==> src/rtl/jk_counter_reg.sv <==
// jk_counter_reg: bank of WIDTH JK flip-flops sharing one clock, with
// per-bit JK, modulo up/down count and parallel load modes.
// o_wrap is a registered one-cycle pulse that accompanies a wrapping count.
module jk_counter_reg #(
  parameter int unsigned WIDTH   = 4,
  parameter int unsigned MODULUS = 16
) (
  input  logic             i_clk,
  input  logic             i_rst,
  input  logic             i_en,
  input  logic [1:0]       i_mode,
  input  logic [WIDTH-1:0] i_j,
  input  logic [WIDTH-1:0] i_k,
  input  logic [WIDTH-1:0] i_d,
  output logic [WIDTH-1:0] o_q,
  output logic [WIDTH-1:0] o_qn,
  output logic             o_wrap
);

  typedef enum logic [1:0] {
    MODE_JK   = 2'b00,
    MODE_UP   = 2'b01,
    MODE_DOWN = 2'b10,
    MODE_LOAD = 2'b11
  } mode_e;

  // Top count value, and the modulus widened by one bit so that
  // MODULUS == 2**WIDTH is representable in the range check.
  localparam logic [WIDTH-1:0] CNT_MAX = WIDTH'(MODULUS - 1);
  localparam logic [WIDTH:0]   MOD_EXT = (WIDTH + 1)'(MODULUS);

  mode_e            mode;
  logic [WIDTH-1:0] q_next;
  logic             wrap_next;

  assign mode = mode_e'(i_mode);

  // Next-state selection for the register bank and the wrap flag.
  always_comb begin
    q_next    = o_q;
    wrap_next = 1'b0;
    if (i_en) begin
      case (mode)
        // Per bit: JK=00 hold, 01 clear, 10 set, 11 toggle.
        MODE_JK: q_next = (i_j & ~o_q) | (~i_k & o_q);
        MODE_UP: begin
          if (o_q >= CNT_MAX) begin
            q_next    = '0;
            wrap_next = 1'b1;
          end else begin
            q_next = o_q + WIDTH'(1);
          end
        end
        MODE_DOWN: begin
          if (o_q == '0) begin
            q_next    = CNT_MAX;
            wrap_next = 1'b1;
          end else if ({1'b0, o_q} >= MOD_EXT) begin
            q_next = CNT_MAX;
          end else begin
            q_next = o_q - WIDTH'(1);
          end
        end
        MODE_LOAD: q_next = i_d;
      endcase
    end
  end

  // State register with synchronous reset taking priority over enable.
  always_ff @(posedge i_clk) begin
    if (i_rst) begin
      o_q    <= '0;
      o_wrap <= 1'b0;
    end else begin
      o_q    <= q_next;
      o_wrap <= wrap_next;
    end
  end

  assign o_qn = ~o_q;

endmodule
==> config.mk <==
export PLATFORM = sky130hd
export DESIGN_NAME = jk_counter_reg
export DESIGN_NICKNAME = d
export VERILOG_FILES = /design/src/rtl/jk_counter_reg.sv
export SDC_FILE = /design/constraint.sdc
export NUM_CORES = 1
export LEC_CHECK = 0
export ABC_CLOCK_PERIOD_IN_PS = 2000
export BUFFER_PORTS_ARGS = -buffer_cell sky130_fd_sc_hd__buf_2
export CAP_MARGIN = 25
export CORE_AREA = 2 2 39 41
export DETAILED_ROUTE_END_ITERATION = 7
export DIE_AREA = 0 0 41 43
export PLACE_DENSITY = 0.68
export SLEW_MARGIN = 20
export SYNTH_ARGS = -nofsm -noshare
export SYNTH_HDL_FRONTEND = slang
export SYNTH_SLANG_ARGS = --single-unit
==> constraint.sdc <==
create_clock -name i_clk -period 2 [get_ports i_clk]
set_clock_uncertainty 0.2 [all_clocks]
set_input_delay 0.4 -clock i_clk [delete_from_list [all_inputs] [get_ports i_clk]]
set_output_delay 0.4 -clock i_clk [all_outputs]
set_load 0.005 [all_outputs]
-- Word level (Yosys, flattened, before mapping)
Cells that the tools add are included.
- logic and storage cells: 23
- output and inout port bits: 9
- flip-flop bits (word level): 5
- bitwise gates (word level): 6
- magnitude comparators: 1
- eq/ne operators: 3
- add/sub/neg operators: 2
- muxes and demuxes: 6
- reductions and logical operators: 3
- operators with widths (operator ; count):
    4-bit one-hot mux with 4 select lines ; 1
    4-bit bitwise AND ; 2
    4-bit 2-to-1 mux ; 2
    4-bit inverter ; 2
    4-bit by 1-bit adder with 4-bit output (second input constant) ; 1
    2-bit == test (second input constant) ; 2
    4-bit >= comparator (second input constant) ; 1
    4-bit zero test ; 1
    4-bit OR ; 1
    4-bit by 1-bit subtractor with 4-bit output (second input constant) ; 1
    2-bit by 1-bit == test with 1-bit output (second input constant) ; 1
    2-bit zero test ; 1
    1-bit 2-to-1 mux ; 2
    1-bit one-hot mux with 2 select lines ; 1
    2-bit OR reduction ; 1
    1-bit inverter ; 1

-- Logic depth before layout (Yosys ltp)
- depth in word-level cells: 4
- depth in mapped cells: 6
- mapped depth without buffers: 6

-- Worst setup path before layout
Ideal clock, no wire load.
- kind: register -> register
- start point: register o_q[0]
- end point: register o_q[3]
- arrival: 1.435 ns
- stages on the path, launching flop included: 7
- library setup time: 0.131 ns
- period minus slack after synthesis: 1.766 ns
- buffers on the path: 0
- setup slack: 0.234 ns
- path through: dfxtp_1 > inv_1 > ha_1 > o21ba_2 > o21ai_0 > a222oi_1 > o22ai_1
- longest elaborated chain between the ends: 3
- elaborated cells on any way between the ends: 7
- RTL lines (item ; RTL line ; text):
    start: declaration ; 15 ; output logic [WIDTH-1:0] o_q,
    start signal: assignment ; 75 ; o_q <= q_next;
    4-bit by 1-bit subtractor with 4-bit output (tied with other cells) ; 61 ; q_next = o_q - WIDTH'(1);
    4-bit 2-to-1 mux, on equally long branches ; 55, 47 ;
    4-bit one-hot mux with 4 select lines * ; 43 ; case (mode)
Mark *: on every way between the ends. The rest lies on a longest branch, timed or not.
A chain may end at the register's enable or synchronous reset.

-- Worst setup path after layout
Same ends and word-level chain as after synthesis.

==> summary.txt <==
Die ar.: 0.00176 mm2
share of post-route cells with drive strength above 1: 39.1%
GRT overflow: 0
R2R Setup Slk: 250 ps
clk_lat worst skew: 240 ps
detailed-route DRC error count: 0
global-route wire length before repair: 2290 um
vias in the first global route: 546
largest cells by area after synthesis: dfxtp_1, ha_1, o21ai_0
Internal Power: 247 uW
Synth Cell Area: 499 um2
Ant. Diodes: 0
Max-slew headroom: 76.8%
worst hold path type: input pin to flip-flop
# resized after CTS: 0
fmax: 570 MHz
outcome: completed
CTS tree: yes
CTS Root Cell: clkbuf_4
asr flop ratio synth: 0%
Slew Viols, Final: 0
Yosys top cell by area: dfxtp_1
CTS sink cnt: 5
critical path launch point type: flip-flop
largest net degree at the start of global routing: 12
vias per inst: 5.51
postcts setup bufs: 0
CP Capture Type: flip-flop
row cnt: 14
RSZ-0062 raised after global routing: false
Fin. Hold Viols: 0
post-synth cell types: 29
Critical Setup Path Class: flip-flop to flip-flop
initial core utilization: 36.1%
Peak VDD IR: 0.000253 V
met2 wire length: 644 um
met3 wire len: 119 um
final setup fails: 0
dominant synthesized flop cell: dfxtp_1
clock share of power: 32.9%
switching power of the nets: 119 uW
#FFs+latches synth: 5
Required @ worst endpoint: 1910 ps
area of the multi-input gates: 358 um2
DRT iter0 DRCs: 54
Die Wd: 41 um
synth cell count leaders: ha_1, o21ai_0, a21oi_1, dfxtp_1, inv_1
DR top layer: met4
Reg clk slew, reported paths: 50 ps
syn_nets: 85
Final Cycle Share: 87.7%
proportion of netlist area held by the largest area contributor: 20.1%
port bufs: 25
Crit Path Max Fanout: 3
cts hold-fix bufs: 0
IO Pins: 26
routed len/inst: 13.1 um
arrival time worst endpoint: 1670 ps
LEAKAGE: 0.000336 uW
shortest period the worst path allows: 1750 ps
number of fill cells in the layout: 139
Fin Setup TNS: 0 ps
gr usage total: 19.0%
Synth Warn #: 0
register area: 100 um2
GP Congestion: 0.877
Seq/Total Area, Yosys: 20.1%
Routed WL: 1420 um
number of synthesized flops with an enable pin: 0
dpl cells: 104
post-detail-place hpwl: 1100 um
met1 WL: 588 um
core area: 0.00138 mm2
sequential share of power: 31.8%
Cell Pwr Density: 539 mW/mm2
Final Net Count: 116
initial antenna violation count: 0
Worst Tran Pin Value: 348 ps
syn_area_per_cell: 8.05 um2
Max Cap Violations: 0
switch share: 32.4%
synth-to-layout area growth: 35.8%
Routed Antenna Nets: 0
Vias: 595
Max Buffers Root-to-Sink: 2
Synth Instances: 62
Die Ht: 43 um
post-route insts no fill: 108
1st-pass router iterations: 5
H-Tree Level Count: 1
TritonCTS buffer count: 3
Combinational Power Share: 35.4%
-- stage by stage --
step / util [%] / hold WS [ps] / cell area, um2 / power, uW / setup slack (ps)
floorplan: - / 269 / 499 / 195 / 234
global placement: 47.1 / 314 / 652 / 245 / 272
detailed placement: 47.1 / 312 / 652 / 246 / 271
CTS: 49.0 / 200 / 678 / 367 / 263
global route: 49.0 / 214 / 678 / 387 / 153
finish: 49.0 / 210 / 678 / 365 / 245
-- cells in the final DEF (no fill, tap or decap), drive strengths merged, types with 2 or more instances in the layout --
cell type | Yosys | layout
a221oi | 3 | 3
nand4 | 2 | 2
a21oi | 5 | 5
dfxtp | 5 | 5
nand2b | 3 | 3
xor2 | 2 | 2
buf | 1 | 28
nor2 | 2 | 2
ha | 6 | 6
a41o | 2 | 2
nand2 | 4 | 4
nand3 | 2 | 2
o21ai | 6 | 6
clkbuf | 1 | 4
inv | 7 | 7
-- critical path, cell delays in order, from the launching register on --
cell	delay, ps
dfxtp_1	320
inv_1	70
ha_1	250
o21ba_2	240
o21ai_0	70
a222oi_1	370
o22ai_1	110
-- power groups by stage --
stage                     clock network (uW)  registers, uW  logic [uW]
after global routing                     126            118         143
after CTS                                122            116         129
final                                    120            116         129
after detailed placement                   0            118         128
after global placement                     0            118         128
after floorplan                            0            121        73.9
-- registers in the layout, indices dropped and copies added, names as in the netlist --
signal and flops:
o_q 4, o_wrap 1
-- final timing paths --
| kind | cells after the start | startpoint | to |
|---|---|---|---|
| max | 6 | o_q[0] | o_q[3] |
| min | 2 | i_rst | o_q[1] |
| max reg2reg | 6 | o_q[0] | o_q[3] |
| min reg2reg | 2 | o_q[0] | o_q[0] |
-- kinds of logic (layout without fill, tap and decap cells) --
family | Yosys count | in the layout | synth area share [%]
xor+xnor | 2 | 2 | 3.51
flops | 5 | 5 | 20.1
compound gates | 24 | 24 | 33.8
mux | 1 | 1 | 2.01
fa+ha+maj | 6 | 6 | 15.0
simple gates | 15 | 15 | 17.3
buf+inv | 9 | 39 | 8.27
-- area by class of cell --
type | count | share of cell area (%)
well taps | 16 | 2.95
multi-input cells | 48 | 52.8
repair buffers | 28 | 21.8
inverters | 7 | 3.87
flip-flops and latches | 5 | 14.8
clock buffers | 4 | 3.87
-- layer usage --
metal,track usage [%],up-vias
li1,-,292
met1,24.3,262
met2,29.1,33
met3,4.71,8
met4,8.00,0
met5,0,-
(Power assumes the default switching activity.)
